File: src/rtl/breakout_pkg.sv
// Breakout shared constants: field widths, timeout default
// and the draw arbiter FSM encodings.
package breakout_pkg;

  localparam int X_W   = 8;
  localparam int Y_W   = 7;
  localparam int COL_W = 3;
  localparam int CNT_W = 12;

  localparam int DEF_TIMEOUT_CYCLES = 4096;

  typedef enum logic [1:0] {
    S_IDLE    = 2'd0,
    S_GRANT   = 2'd1,
    S_BUSY    = 2'd2,
    S_RELEASE = 2'd3
  } arb_state_t;

endpackage

File: src/rtl/draw_arbiter_if.sv
// Client request bundle and muxed VGA write port
// of the draw arbiter.
interface draw_arbiter_if #(
  parameter int N_REQ = 3
);
  import breakout_pkg::*;

  logic [N_REQ-1:0]       req;
  logic [N_REQ-1:0]       done_in;
  logic [N_REQ-1:0]       plot_in;
  logic [X_W*N_REQ-1:0]   x_in;
  logic [Y_W*N_REQ-1:0]   y_in;
  logic [COL_W*N_REQ-1:0] colour_in;

  logic [N_REQ-1:0]       grant;
  logic [X_W-1:0]         vga_x;
  logic [Y_W-1:0]         vga_y;
  logic [COL_W-1:0]       vga_colour;
  logic                   vga_plot;
  logic                   busy;
  logic                   timeout_err;

  modport master (
    output req, done_in, plot_in,
    output x_in, y_in, colour_in,
    input  grant, vga_x, vga_y,
    input  vga_colour, vga_plot,
    input  busy, timeout_err
  );

  modport slave (
    input  req, done_in, plot_in,
    input  x_in, y_in, colour_in,
    output grant, vga_x, vga_y,
    output vga_colour, vga_plot,
    output busy, timeout_err
  );

endinterface

File: src/rtl/draw_arbiter_rr_pick.sv
// Round-robin winner select: search starts one past
// last_grant and wraps modulo N_REQ.
module rr_pick #(
  parameter int N_REQ = 3,
  parameter int IW    = 2
) (
  input  logic [N_REQ-1:0] req,
  input  logic [IW-1:0]    last_grant,
  output logic [N_REQ-1:0] winner
);

  logic [N_REQ-1:0] one;

  assign one = N_REQ'(1);

  // Walk farthest-first so the nearest requester overwrites.
  always_comb begin
    winner = '0;
    for (int k = N_REQ; k >= 1; k--) begin
      if (req[(int'(last_grant) + k) % N_REQ])
        winner = one << ((int'(last_grant) + k) % N_REQ);
    end
  end

endmodule

File: src/rtl/draw_arbiter.sv
// Draw arbiter: shares the VGA write port between the
// paddle, ball and brick drawing clients.
module draw_arbiter
  import breakout_pkg::*;
#(
  parameter int N_REQ          = 3,
  parameter int TIMEOUT_CYCLES = DEF_TIMEOUT_CYCLES
) (
  input  logic           clock,
  input  logic           reset_state,
  draw_arbiter_if.slave  bus
);

  localparam int IW = (N_REQ > 1) ? $clog2(N_REQ) : 1;

  arb_state_t state, state_nx;

  logic [N_REQ-1:0] win;
  logic [N_REQ-1:0] grant_q;
  logic [IW-1:0]    win_idx;
  logic [IW-1:0]    g_idx;
  logic [IW-1:0]    last_grant;
  logic [CNT_W-1:0] cnt;

  logic             in_busy;
  logic             to_hit;
  logic             g_req;
  logic             g_done;
  logic             g_plot;
  logic [X_W-1:0]   g_x;
  logic [Y_W-1:0]   g_y;
  logic [COL_W-1:0] g_col;

  rr_pick #(
    .N_REQ (N_REQ),
    .IW    (IW)
  ) u_pick (
    .req        (bus.req),
    .last_grant (last_grant),
    .winner     (win)
  );

  always_comb begin
    win_idx = '0;
    for (int i = 0; i < N_REQ; i++)
      if (win[i]) win_idx = IW'(i);
  end

  // Only the granted client's signals ever reach the FSM or port.
  always_comb begin
    g_req  = 1'b0;
    g_done = 1'b0;
    g_plot = 1'b0;
    g_x    = '0;
    g_y    = '0;
    g_col  = '0;
    for (int i = 0; i < N_REQ; i++) begin
      if (IW'(i) == g_idx) begin
        g_req  = bus.req[i];
        g_done = bus.done_in[i];
        g_plot = bus.plot_in[i];
        g_x    = bus.x_in[i*X_W +: X_W];
        g_y    = bus.y_in[i*Y_W +: Y_W];
        g_col  = bus.colour_in[i*COL_W +: COL_W];
      end
    end
  end

  assign in_busy = (state == S_BUSY);
  assign to_hit  = (cnt == CNT_W'(TIMEOUT_CYCLES - 1));

  always_comb begin
    state_nx = state;
    unique case (state)
      S_IDLE:    if (|bus.req) state_nx = S_GRANT;
      S_GRANT:   state_nx = S_BUSY;
      S_BUSY:
        if (g_done || !g_req || to_hit)
          state_nx = S_RELEASE;
      S_RELEASE: state_nx = S_IDLE;
      default:   state_nx = S_IDLE;
    endcase
  end

  always_ff @(posedge clock or negedge reset_state) begin
    if (!reset_state) begin
      state      <= S_IDLE;
      grant_q    <= '0;
      g_idx      <= '0;
      last_grant <= IW'(N_REQ - 1);
      cnt        <= '0;
    end else begin
      state <= state_nx;
      unique case (state)
        S_IDLE:
          if (|bus.req) begin
            grant_q <= win;
            g_idx   <= win_idx;
          end
        S_GRANT: cnt <= '0;
        S_BUSY: begin
          cnt <= cnt + 1'b1;
          if (state_nx == S_RELEASE) grant_q <= '0;
        end
        S_RELEASE: last_grant <= g_idx;
        default: ;
      endcase
    end
  end

  // Done on the timeout cycle wins: no error.
  assign bus.timeout_err = in_busy && to_hit && !g_done;

  assign bus.grant      = grant_q;
  assign bus.busy       = (state == S_GRANT) || in_busy;
  assign bus.vga_plot   = in_busy && g_plot;
  assign bus.vga_x      = in_busy ? g_x   : '0;
  assign bus.vga_y      = in_busy ? g_y   : '0;
  assign bus.vga_colour = in_busy ? g_col : '0;

endmodule

File: src/flat_wrapper.sv
// flat-port wrapper written by rule: the top's interface ports become plain ports
module draw_arbiter_flat import breakout_pkg::*;
#(
  parameter int N_REQ          = 3,
  parameter int TIMEOUT_CYCLES = DEF_TIMEOUT_CYCLES
)
  (clock, reset_state, bus_req, bus_done_in, bus_plot_in, bus_x_in, bus_y_in, bus_colour_in, bus_grant, bus_vga_x, bus_vga_y, bus_vga_colour, bus_vga_plot, bus_busy, bus_timeout_err);
  draw_arbiter_if #(.N_REQ(N_REQ)) bus_i ();
  input  logic clock;
  input  logic reset_state;
  input wire logic [$bits(bus_i.req)-1:0] bus_req;
  input wire logic [$bits(bus_i.done_in)-1:0] bus_done_in;
  input wire logic [$bits(bus_i.plot_in)-1:0] bus_plot_in;
  input wire logic [$bits(bus_i.x_in)-1:0] bus_x_in;
  input wire logic [$bits(bus_i.y_in)-1:0] bus_y_in;
  input wire logic [$bits(bus_i.colour_in)-1:0] bus_colour_in;
  output wire logic [$bits(bus_i.grant)-1:0] bus_grant;
  output wire logic [$bits(bus_i.vga_x)-1:0] bus_vga_x;
  output wire logic [$bits(bus_i.vga_y)-1:0] bus_vga_y;
  output wire logic [$bits(bus_i.vga_colour)-1:0] bus_vga_colour;
  output wire logic [$bits(bus_i.vga_plot)-1:0] bus_vga_plot;
  output wire logic [$bits(bus_i.busy)-1:0] bus_busy;
  output wire logic [$bits(bus_i.timeout_err)-1:0] bus_timeout_err;
  assign bus_i.req = bus_req;
  assign bus_i.done_in = bus_done_in;
  assign bus_i.plot_in = bus_plot_in;
  assign bus_i.x_in = bus_x_in;
  assign bus_i.y_in = bus_y_in;
  assign bus_i.colour_in = bus_colour_in;
  assign bus_grant = bus_i.grant;
  assign bus_vga_x = bus_i.vga_x;
  assign bus_vga_y = bus_i.vga_y;
  assign bus_vga_colour = bus_i.vga_colour;
  assign bus_vga_plot = bus_i.vga_plot;
  assign bus_busy = bus_i.busy;
  assign bus_timeout_err = bus_i.timeout_err;
  draw_arbiter #(.N_REQ(N_REQ), .TIMEOUT_CYCLES(TIMEOUT_CYCLES)) u_core (.clock(clock), .reset_state(reset_state), .bus(bus_i));
endmodule
File: config.mk
export PLATFORM = sky130hd
export DESIGN_NAME = draw_arbiter_flat
export DESIGN_NICKNAME = d
export VERILOG_FILES = /design/src/rtl/breakout_pkg.sv /design/src/rtl/draw_arbiter_if.sv /design/src/rtl/draw_arbiter_rr_pick.sv /design/src/rtl/draw_arbiter.sv /design/src/flat_wrapper.sv
export SDC_FILE = /design/constraint.sdc
export NUM_CORES = 1
export LEC_CHECK = 0
export ABC_AREA = 1
export ABC_CLOCK_PERIOD_IN_PS = 2300
export CORE_ASPECT_RATIO = 1.2
export CORE_MARGIN = 2
export CORE_UTILIZATION = 42
export CTS_CLUSTER_SIZE = 8
export DETAILED_ROUTE_END_ITERATION = 10
export GPL_ROUTABILITY_DRIVEN = 1
export PLACE_DENSITY = 0.81
export SLEW_MARGIN = 20
export SYNTH_ARGS = -nofsm -noshare
export SYNTH_HDL_FRONTEND = slang
export SYNTH_HIERARCHICAL = 1
export SYNTH_SLANG_ARGS = --single-unit
File: constraint.sdc
create_clock -name clock -period 2.3 [get_ports clock]
set_clock_uncertainty 0.2 [all_clocks]
set_input_delay 0.23 -clock clock [delete_from_list [all_inputs] [get_ports clock]]
set_output_delay 0.23 -clock clock [all_outputs]
set_load 0.1 [all_outputs]
Word level (Yosys, flattened, before mapping)
Cells that the tools add are included.
{ "totals": {"regBits": 21, "out_inout_bits": 24} }
{ "op_classes": {"n_addsub": 4, "div_mod_pow": 3, "order_cmp": 3, "eq_ne": 9, "n_shift": 3, "muxes": 42, "reduce_logical": 15} }
{ "ops": {"columns": ["cell", "count"], "rows": [
  ["less-than comparator 32 x 4 -> 1 bit (second input constant)", 3],
  ["remainder unit 32 x 3 -> 32 bit (second input constant)", 3],
  ["<< shifter 1 x 32 -> 3 bit (first input constant)", 3],
  ["two-way mux 8 bit", 4],
  ["two-way mux 7 bit", 4],
  ["two-way mux 3 bit", 9],
  ["case mux 12 bit (2 select lines)", 1],
  ["two-way mux 1 bit", 16],
  ["adder 12 x 1 -> 12 bit (second input constant)", 1],
  ["== test 12 bit (second input constant)", 1],
  ["case mux 2 bit (4 select lines)", 1],
  ["adder 2 x 2 -> 3 bit (second input constant)", 2],
  ["binary-select mux 1 bit (select 2 bit)", 3],
  ["== test 2 bit (second input constant)", 3],
  ["two-way mux 2 bit", 3],
  ["case mux 3 bit (2 select lines)", 1],
  ["zero test 2 bit", 2],
  ["nonzero test 2 bit", 2],
  ["adder 2 x 1 -> 3 bit (second input constant)", 1],
  ["logical AND 1 bit", 3],
  ["logical OR 1 bit", 3],
  ["AND reduction 3 bit", 1],
  ["OR reduction 3 bit", 1],
  ["== test 1 x 2 -> 1 bit (first input constant)", 1],
  ["6 further kinds", 7]
]} }

Longest topological paths before layout
Gate-level depths: netlist (run 1).
{ "logic_depth": {"depth_word": 12, "depth_mapped": 12} }

Modules after synthesis
Netlist (run 1), hierarchy kept.
{ "by_module_without_submodules": {"columns": ["mod", "n_inst", "cells_per_inst", "area_per_inst_um2"], "rows": [
  ["draw_arbiter", 1, 257, 1682.9],
  ["rr_pick", 1, 47, 265.3]
]} }

Least setup slack after synthesis (run 1)
No wires, ideal clock.
{ "synth_path": {"path_kind": "reg2out", "from": "register u_core.cnt[0]", "to": "output bus_timeout_err", "arrival_ps": 3002, "setup_slack_ps": -1132, "path_stages_with_launch": 6, "n_path_buf": 0, "cell_sequence": "dfrtp_1 ha_1 inv_1 nor2_2 nand3_1 nor3b_1"} }
{ "synth_between": {"elab_chain_cells": 3} }
{ "synth_rtl": {"columns": ["element", "line", "rtl"], "rows": [
  ["start, declared", "draw_arbiter.sv:23", "logic [CNT_W-1:0] cnt;"],
  ["start signal, assigned", "draw_arbiter.sv:102", "cnt <= cnt + 1'b1;"],
  ["== test 12 bit", "draw_arbiter.sv:70", "assign to_hit = (cnt == CNT_W'(TIMEOUT_CYCLES - 1));"],
  ["logical AND 1 bit (2 in series)", "draw_arbiter.sv:112", "assign bus.timeout_err = in_busy && to_hit && !g_done;"],
  ["end, declared", "flat_wrapper.sv:23", "output wire logic [$bits(bus_i.timeout_err)-1:0] bus_timeout_err;"]
]} }
No other way between the ends.

Final worst setup path (run 1)
{ "layout_path": {"from": "register u_core.g_idx[1]", "to": "output bus_timeout_err"} }
{ "layout_between": {"elab_chain_cells": 6} }
{ "layout_rtl": {"columns": ["element", "line", "rtl"], "rows": [
  ["start, declared", "draw_arbiter.sv:21", "logic [IW-1:0] g_idx;"],
  ["start signal, assigned", "draw_arbiter.sv:98", "g_idx <= win_idx;"],
  ["zero test 2 bit", "draw_arbiter.sv:58", "if (IW'(i) == g_idx) begin"],
  ["two-way mux 1 bit (2 in series)", "draw_arbiter.sv:58", null],
  ["two-way mux 1 bit (*)", "draw_arbiter.sv:58", null],
  ["zero test 1 bit (*)", "draw_arbiter.sv:112", null],
  ["logical AND 1 bit (*)", "draw_arbiter.sv:112", null]
]} }
Every way passes the cells marked *; elsewhere a longest branch is shown, timed or not.

==> flow_summary.yaml, run 1 <==
placement:
  dpl.cell_count: 445
  dp.final_hpwl_um: 4926
  gp_congestion: 0.8427
  port_buffers: 88
min_path:
  hold_path.class: "in2async"
yosys:
  synth_edf_count: 0
  synthFlopType: "dfrtp_1"
  ys_seq_elements: 21
  synthArstFlopShare: 1.000
  ys_seq_area_frac: 0.2704
  ys.warnings.count: 6
  ys_types: 35
  synth_area_mm2: 0.001948
  syn-num-nets: 377
  syn_avg_cell_area_um2: 6.408
  syn_inst: 304
final_layout:
  layout_common_cells: "nand2_1 (76), nand3_1 (73), clkdlybuf4s50_1 (64)"
  syn_to_final_growth_pct: 62.36
  drive_gt1_frac: 0.1637
  final_cells: 449
  final_nets: 465
  antennaDiodeCount: 0
  layout_commonest_cell: "nand2_1"
setup_path:
  ff2ff_setup_slack_ns: 0.26
  reg2reg_to: "u_core/g_idx[0]$_DFFE_PN0P_"
  crit_fanout: 23
  arrival_ns: 1.71
  required_ns: 1.87
  crit_type: "reg2out"
  rr_startpoint: "u_core/last_grant[1]$_DFFE_PN1N_"
  crit_path_end_kind: "primary output"
  reg2reg_depth: 7
  worstSetupStartpointType: "flip-flop"
sta:
  finalSetupViolCount: 0
  whs_ns: 0.1349
  timing.setup.tns_ns: 0
  timing.fmax_mhz: 466.2
  period_share: 0.9325
  max-slew-margin-rel: 0.6077
  rsz0062_at_grt: "false"
  fin_crit_ns: 2.145
  slew_viol_final: 0
  hold_viol_final: 0
  worst_pin_slew_ns: 0.5866
route:
  drc: 0
  vias: 2337
  routed_wl_um: 6262
  initialDrtViolationCount: 211
  drt_first_pass_iters: 4
  vias_per_cell: 5.205
  routedWlPerCell_um: 13.95
  ant_nets: 0
clock_tree:
  cts.repair.resized: 0
  hold_buffers: 0
  cts_buffer_depth: 2
  htree_levels: 1
  cts_made_buffers: 3
  clk_pin_slew_ns: 0.08
  ctsRootBufferMaster: "clkbuf_8"
  cts_tree: "built"
  post_cts_buffers: 0
  cts.sinks: 21
  insertion_delay_ns: 0.26
pwr:
  powerDensity_mw_per_mm2: 1444
  p_leak_nw: 1.528
  peakVddDrop_uv: 839.0
global_route:
  grt_max_degree: 24
  grt_pass1_wl_um: 10020
  grt_remaining_overflow: 0
  grt.total_usage: 0.2388
  grt_pass1_vias: 2230
  antenna_found_initial: 0
outcome:
  status: "finished, final reports clean"
job:
  drv_cap: 0
die:
  die_area_mm2: 0.005201
  die_y_um: 78.61
  initial_core_util: 0.4303
  rows: 27
  core_mm2: 0.004527
  die_width_um: 66.17
  io_pins: 89
## synthesized netlist by cell type, types with 2 or more instances
library cell | number | share of area
inv_1 | 42 | 0.081
nand3_2 | 3 | 0.015
nor2_4 | 2 | 0.012
o21ai_2 | 2 | 0.0090
dfrtp_1 | 20 | 0.26
nor2_1 | 15 | 0.029
inv_2 | 5 | 0.0096
nor2_2 | 2 | 0.0064
a21oi_2 | 2 | 0.0090
nand3_1 | 73 | 0.19
nand3_4 | 2 | 0.018
buf_2 | 4 | 0.010
o22ai_1 | 4 | 0.013
clkbuf_1 | 7 | 0.013
ha_1 | 8 | 0.051
nand2_1 | 76 | 0.15
o21ai_1 | 2 | 0.0051
o21ai_0 | 2 | 0.0051
xor2_1 | 2 | 0.0090
a21oi_1 | 11 | 0.028
nand2_2 | 3 | 0.0096
nor3_1 | 4 | 0.010
## cell type report
type | count | area [um2]
clock buffer | 3 | 41.29
clock inverter | 1 | 7.507
fill | 371 | 1364
inverter | 47 | 176.4
multi-input combinational | 223 | 1195
sequential | 21 | 526.8
tap | 58 | 72.57
timing repair buffer | 96 | 1144
## critical path, cell delays in order (launching register included)
cell and delay [ns]:
dfrtp_1 0.51, inv_2 0.24, nand2_1 0.11, nand2_1 0.05, nand3_1 0.08, nor3b_2 0.24
buf_12 0.21
## cells by family (layout without fill, tap and decap cells)
family	Yosys count	in the layout	share of synthesized area
XOR/XNOR	2	2	0.008993
adder cells (fa/ha/maj)	8	8	0.05138
buffers and inverters	60	147	0.1201
flip-flops	21	21	0.2704
AO/OA/AOI/OAI	27	27	0.08928
AND/OR/NAND/NOR	186	186	0.4599
## power breakdown
part	internal [mW]	switching, mW
Clock	0.122	0.126
Sequential	0.473	0.0923
Combinational	1.25	2.51
## layer usage
| metal | GRT usage | wire [um] | up-vias |
|---|---|---|---|
| met5 | 0 | 0 | - |
| met4 | 0.1041 | 213 | 0 |
| met3 | 0.04728 | 458 | 16 |
| met2 | 0.3960 | 3061 | 85 |
| met1 | 0.2954 | 2530 | 1079 |
| li1 | - | - | 1157 |
## how the worst max path moves through the flow
stage                                 endpoint                        start  slack [ns]
3_5_place_dp   u_core/bus.grant[1]$_DFFE_PN0P_                   bus_req[1]        0.27
3_3_place_gp   u_core/bus.grant[0]$_DFFE_PN0P_                   bus_req[1]        0.33
2_1_floorplan                  bus_timeout_err    u_core/cnt[0]$_DFFE_PN0P_       -0.15
6_report                       bus_timeout_err  u_core/g_idx[1]$_DFFE_PN0P_        0.16
5_1_grt                        bus_timeout_err  u_core/g_idx[1]$_DFFE_PN0P_        0.02
4_1_cts                        bus_timeout_err  u_core/g_idx[1]$_DFFE_PN0P_        0.17
## state kept, by name (all words and copies together) (netlist names)
| signal | flops |
|---|---|
| u_core/state | 2 |
| u_core/cnt | 12 |
| u_core/bus.grant | 3 |
| u_core/g_idx | 2 |
| u_core/last_grant | 2 |
## per-stage QoR
step | setup slack, ns | power [mW] | cell area, um2 | utilization
2_1_floorplan | -0.1545 | 3.152 | 1956 | -
3_3_place_gp | 0.3284 | 4.251 | 3114 | 0.6879
3_5_place_dp | 0.2651 | 4.314 | 3114 | 0.6879
4_1_cts | 0.1654 | 4.565 | 3163 | 0.6987
5_1_grt | 0.02453 | 4.864 | 3163 | 0.6987
6_report | 0.1552 | 4.566 | 3163 | 0.6987
No activity file was read; power rests on OpenSTA's default activity.
==> run 2, diff against run 1 <==
--- a/config.mk
+++ b/config.mk
@@ -13,9 +13,8 @@
 export CTS_CLUSTER_SIZE = 8
 export DETAILED_ROUTE_END_ITERATION = 10
 export GPL_ROUTABILITY_DRIVEN = 1
-export PLACE_DENSITY = 0.81
+export PLACE_DENSITY = 0.82
 export SLEW_MARGIN = 20
 export SYNTH_ARGS = -nofsm -noshare
 export SYNTH_HDL_FRONTEND = slang
-export SYNTH_HIERARCHICAL = 1
 export SYNTH_SLANG_ARGS = --single-unit
==> run 2 against run 1 <==
Wire length fell by 1.7%. First-iteration DRC count fell by 39%. Largest power group unchanged. Sequential power fell by 4.2%. Cell count rose by 2.2%. Combinational power barely moved. Critical path type unchanged. Count of clock-buffer cells in the layout rose by 1. Via count rose by 1.4%. Critical path depth did not move. Synthesized cell count rose by 4.3%. Worst setup slack improved by 0.082 ns.
==> flow_summary.yaml, run 2 <==
placement:
  gp_congestion: 0.8921
  dp.final_hpwl_um: 4924
  pre_cts_ws_ns: 0.2982
  port_buffers: 88
route:
  ant_nets: 0
  vias: 2369
  drc: 0
  vias_per_cell: 5.161
  drt_first_pass_iters: 5
  initialDrtViolationCount: 129
  routed_wl_um: 6156
  routedWlPerCell_um: 13.41
pwr:
  powerDensity_mw_per_mm2: 1456
  p_leak_nw: 1.568
  peakVddDrop_uv: 731.3
die:
  rows: 26
  die_area_mm2: 0.005110
  die_width_um: 65.59
  io_pins: 89
  core_mm2: 0.004327
  die_y_um: 77.91
  initial_core_util: 0.4419
clock_tree:
  clk_pin_slew_ns: 0.07
  post_cts_buffers: 0
  cts.sinks: 21
  insertion_delay_ns: 0.25
  hold_buffers: 0
  ctsRootBufferMaster: "clkbuf_8"
  cts.repair.resized: 0
  cts_tree: "built"
  htree_levels: 1
  cts_made_buffers: 3
  cts_buffer_depth: 2
final_layout:
  layout_common_cells: "nand2_1 (88), nand3_1 (70), clkdlybuf4s50_1 (64)"
  largest_reg_flops: 12
  layout_commonest_cell: "nand2_1"
  max_flop_register: "u_core.cnt"
  final_nets: 477
  drive_gt1_frac: 0.1315
  final_core_util: 0.7204
  fill_cells: 343
  syn_to_final_growth_pct: 63.02
  antennaDiodeCount: 0
yosys:
  synth_compound_area_frac: 0.08704
  synthArstFlopShare: 1.000
  ys_seq_area_frac: 0.2755
  yosys.area_share.simple: 0.4483
  syn_inst: 317
  muxShareOfSynthArea: 0
  yosysMostFrequentCell: "nand2_1"
  ys_seq_elements: 21
  synth-adder-area-share: 0.05236
  synthXorXnorAreaFrac: 0
  synth_top_family_by_area: "simple AND/OR/NAND/NOR gates"
  synth_area_leaders: "dfrtp_1 (26%), nand3_1 (18%), nand2_1 (17%), inv_1 (9.4%), ha_1 (5.2%)"
  synth_top_area_frac: 0.2618
  ys_types: 27
  synthFlopType: "dfrtp_1"
  synth_area_mm2: 0.001912
  syn_avg_cell_area_um2: 6.031
  syn-num-nets: 390
  ys.warnings.count: 0
  post-synth-top-area-cell: "dfrtp_1"
  synthTopCellsByCount: "nand2_1 (88), nand3_1 (70), inv_1 (48)"
  synth_edf_count: 0
setup_path:
  crit_type: "reg2out"
  arrival_ns: 1.63
  crit_path_end_kind: "primary output"
  worstSetupStartpointType: "flip-flop"
  required_ns: 1.87
  crit_fanout: 3
sta:
  rsz0062_at_grt: "false"
  timing.fmax_mhz: 484.8
  worst_pin_slew_ns: 0.3694
  hold_viol_final: 0
  slew_viol_final: 0
  max-slew-margin-rel: 0.7534
  fin_crit_ns: 2.063
  period_share: 0.8969
  fin_ws_ns: 0.2372
  finalSetupViolCount: 0
global_route:
  grt_pass1_vias: 2235
  antenna_found_initial: 0
  grt_remaining_overflow: 0
  grt_max_degree: 23
  grt.total_usage: 0.2429
  grt_pass1_wl_um: 9998
min_path:
  hold_path.class: "in2async"
job:
  drv_cap: 0
outcome:
  status: "finished, final reports clean"
[run 2: changes by cell type in the layout (fill, tap and decap cells not counted), moves of 3 or more]
cell     before  now
inv_1        42   48
nand2_1      76   88
nand3_1      73   70
o21ai_0       2    9
o21ai_1       2    6
o22ai_1       4    0
[run 2: cell type report]
type | count | area, um2 | area share
inverters | 54 | 202.7 | 0.06503
multi-input cells | 228 | 1129 | 0.3621
clock buffers | 4 | 45.04 | 0.01445
flip-flops and latches | 21 | 526.8 | 0.1690
well taps | 56 | 70.07 | 0.02248
repair buffers | 96 | 1144 | 0.3669
[run 2: per-layer routing]
| metal | share of wire | wire (um) | track usage | vias up |
|---|---|---|---|---|
| li1 | - | - | - | 1190 |
| met1 | 0.38 | 2361 | 0.2796 | 1078 |
| met2 | 0.51 | 3132 | 0.4347 | 91 |
| met3 | 0.088 | 544 | 0.05507 | 10 |
| met4 | 0.019 | 118 | 0.08125 | 0 |
| met5 | 0 | 0 | 0 | - |
[run 2: path summary, 6_finish.rpt]
check / from / to / slack (ns) / cells after the start
worst max-delay path: u_core.cnt[1]$_DFFE_PN0P_ / bus_timeout_err / 0.24 / 6
worst min-delay path: reset_state / u_core.cnt[11]$_DFFE_PN0P_ / 0.11 / 2
worst max register to register: u_core.state[1]$_DFF_PN0_ / u_core.cnt[11]$_DFFE_PN0P_ / 0.30 / 11
worst min register to register: u_core.bus.grant[0]$_DFFE_PN0P_ / u_core.bus.grant[0]$_DFFE_PN0P_ / 0.28 / 2
max in group asynchronous: reset_state / u_core.last_grant[1]$_DFFE_PN1N_ / 1.52 / 2
min in group clock: u_core.bus.grant[0]$_DFFE_PN0P_ / u_core.bus.grant[0]$_DFFE_PN0P_ / 0.28 / 2
[run 2: worst max-delay path, stage by stage (launching register included)]
cell and delay, ns:
dfrtp_1 0.40, ha_1 0.24, nand2_1 0.09, nor2_1 0.09, nand2_1 0.08, nor3_2 0.27, buf_12 0.21
[run 2: power by group]
group | internal [mW] | switching [mW] | leakage, nW
clock network | 0.123 | 0.110 | 0.0228
registers | 0.466 | 0.0751 | 0.278
logic | 1.23 | 2.53 | 1.27
total | 1.82 | 2.71 | 1.57
[run 2: cell families (layout without fill, tap and decap cells)]
group | Yosys count | in the layout
and+or+nand+nor | 190 | 190
buffers and inverters | 68 | 154
AOI/OAI and AO/OA | 30 | 30
DFF | 21 | 21
adders and majority gates | 8 | 8
[run 2: through the flow]
step                TNS [ns]  hold slack (ns)  std cells  cell area, um2  power [mW]
floorplan            -0.6184          -0.2656        317            1917       3.086
CTS                        0           0.1128        459            3117       4.555
detailed placement         0           0.2681        455            3072       4.314
global placement           0           0.2666        455            3072       4.253
global route               0           0.1558        459            3117       4.860
finish                     0           0.1064        459            3117       4.537
==> run 3, diff against run 2 <==
--- a/config.mk
+++ b/config.mk
@@ -9,11 +9,11 @@
 export ABC_CLOCK_PERIOD_IN_PS = 2300
 export CORE_ASPECT_RATIO = 1.2
 export CORE_MARGIN = 2
-export CORE_UTILIZATION = 42
+export CORE_UTILIZATION = 40
 export CTS_CLUSTER_SIZE = 8
 export DETAILED_ROUTE_END_ITERATION = 10
 export GPL_ROUTABILITY_DRIVEN = 1
-export PLACE_DENSITY = 0.82
+export PLACE_DENSITY = 0.78
 export SLEW_MARGIN = 20
 export SYNTH_ARGS = -nofsm -noshare
 export SYNTH_HDL_FRONTEND = slang
==> run 3 against run 2 <==
Critical path depth stayed put. Global-route usage is 1.5 points lower. Power is 0.24% higher. Cell count is 0.65% higher. Final area is 0.48% higher. Via count is 1.2% lower.
==> flow_summary.yaml, run 3 (same netlist as run 2, synthesis figures left out) <==
setup_path:
  endpoint: "bus_vga_x[0]"
  rr_startpoint: "u_core.state[0]$_DFF_PN0_"
  crit_type: "reg2out"
  required_ns: 1.87
  crit_fanout: 19
  reg2reg_to: "u_core.cnt[11]$_DFFE_PN0P_"
  worstSetupStartpointType: "flip-flop"
  arrival_ns: 1.74
  crit_path_end_kind: "primary output"
  reg2reg_depth: 11
  ff2ff_setup_slack_ns: 0.20
  crit_path_start: "u_core.state[0]$_DFF_PN0_"
pwr:
  peakVddDrop_uv: 1131
  power_frac_seq: 0.121
  p_leak_nw: 1.576
  power_frac_comb: 0.826
  clkPwrFrac: 0.053
  power.total_mw: 4.548
  p_sw_frac: 0.5962
  powerDensity_mw_per_mm2: 1452
  switchingPower_mw: 2.711
  intPower_mw: 1.836
clock_tree:
  cts_tree: "built"
  clk_pin_slew_ns: 0.08
  cts.sinks: 21
  post_cts_buffers: 0
  insertion_delay_ns: 0.26
  htree_levels: 1
  cts.repair.resized: 0
  ctsRootBufferMaster: "clkbuf_8"
  cts_buffer_depth: 2
  cts_made_buffers: 3
  hold_buffers: 0
final_layout:
  antennaDiodeCount: 0
  syn_to_final_growth_pct: 63.81
  fill_cells: 421
  largest_reg_flops: 12
  design_area_mm2: 0.003132
  layout_commonest_cell: "nand2_1"
  layout_common_cells: "nand2_1 (88), nand3_1 (70), clkdlybuf4s50_1 (64)"
  drive_gt1_frac: 0.1386
  max_flop_register: "u_core.cnt"
  final_nets: 478
placement:
  gp_congestion: 0.8486
  port_buffers: 88
  place_area_mm2: 0.003082
  dp.final_hpwl_um: 4865
global_route:
  antenna_found_initial: 0
  grt_max_degree: 22
  grt.total_usage: 0.2280
  grt_pass1_wl_um: 9597
  grt_remaining_overflow: 0
  grt_pass1_vias: 2142
route:
  initialDrtViolationCount: 126
  routed_wl_um: 6144
  vias_per_cell: 5.067
  vias: 2341
  ant_nets: 0
  routedWlPerCell_um: 13.30
  drt_first_pass_iters: 4
  drc: 0
sta:
  hold_viol_final: 0
  rsz0062_at_grt: "false"
  worst_pin_slew_ns: 0.2739
  whs_ns: 0.1003
  timing.fmax_mhz: 461.6
  max-slew-margin-rel: 0.8174
  finalSetupViolCount: 0
  slew_viol_final: 0
  timing.setup.tns_ns: 0
  period_share: 0.9419
  fin_crit_ns: 2.166
die:
  rows: 27
  die_width_um: 67.11
  io_pins: 89
  die_area_mm2: 0.005351
  initial_core_util: 0.4161
  die_y_um: 79.73
  core_mm2: 0.004594
job:
  drv_cap: 0
outcome:
  status: "finished, final reports clean"
min_path:
  hold_path.class: "in2async"
## run 3: final cells by class
class	instances	area (um2)	area share
repair buffers	97	1155	0.3688
clock inverters	1	5.005	0.001598
well taps	58	72.57	0.02317
multi-input cells	228	1129	0.3604
clock buffers	3	41.29	0.01318
flip-flops and latches	21	526.8	0.1682
inverters	54	202.7	0.06472
## run 3: per-stage QoR
step           utilization  setup slack (ns)  instances
2_1_floorplan            -           -0.1528        317
3_3_place_gp        0.6708            0.3659        458
3_5_place_dp        0.6708            0.2728        458
4_1_cts             0.6808            0.1048        462
5_1_grt             0.6816          0.008754        462
6_report            0.6816            0.1336        462
## run 3: routing by layer
| metal | part of all wire | track usage | vias to the layer above |
|---|---|---|---|
| li1 | - | - | 1185 |
| met2 | 0.49 | 0.4119 | 101 |
| met5 | 0 | 0 | - |
| met3 | 0.11 | 0.04513 | 5 |
| met1 | 0.39 | 0.2710 | 1050 |
| met4 | 0.0091 | 0.05510 | 0 |
## run 3: worst min-delay path by stage
stage	startpoint	end	slack, ns	cells after the start
3_3_place_gp	u_core.bus.grant[1]$_DFFE_PN0P_	u_core.bus.grant[1]$_DFFE_PN0P_	0.26	2
3_5_place_dp	u_core.bus.grant[0]$_DFFE_PN0P_	u_core.bus.grant[0]$_DFFE_PN0P_	0.26	2
5_1_grt	reset_state	u_core.cnt[8]$_DFFE_PN0P_	0.14	2
6_report	reset_state	u_core.cnt[6]$_DFFE_PN0P_	0.10	2
4_1_cts	reset_state	u_core.cnt[8]$_DFFE_PN0P_	0.11	2
2_1_floorplan	reset_state	u_core.bus.grant[0]$_DFFE_PN0P_	-0.27	0
## run 3: power groups by stage
stage / registers [mW] / clock network [mW] / logic, mW
global route: 0.566 / 0.260 / 4.03
global placement: 0.547 / 0 / 3.71
CTS: 0.547 / 0.251 / 3.76
floorplan: 0.649 / 0 / 2.44
detailed placement: 0.554 / 0 / 3.74
finish: 0.551 / 0.242 / 3.75
## run 3: worst max-delay path: stages, from the launching register on
cell and delay [ns]:
dfrtp_1 0.41, inv_1 0.09, ha_1 0.29, buf_4 0.30, nand2_1 0.08, inv_1 0.11
buf_12 0.18
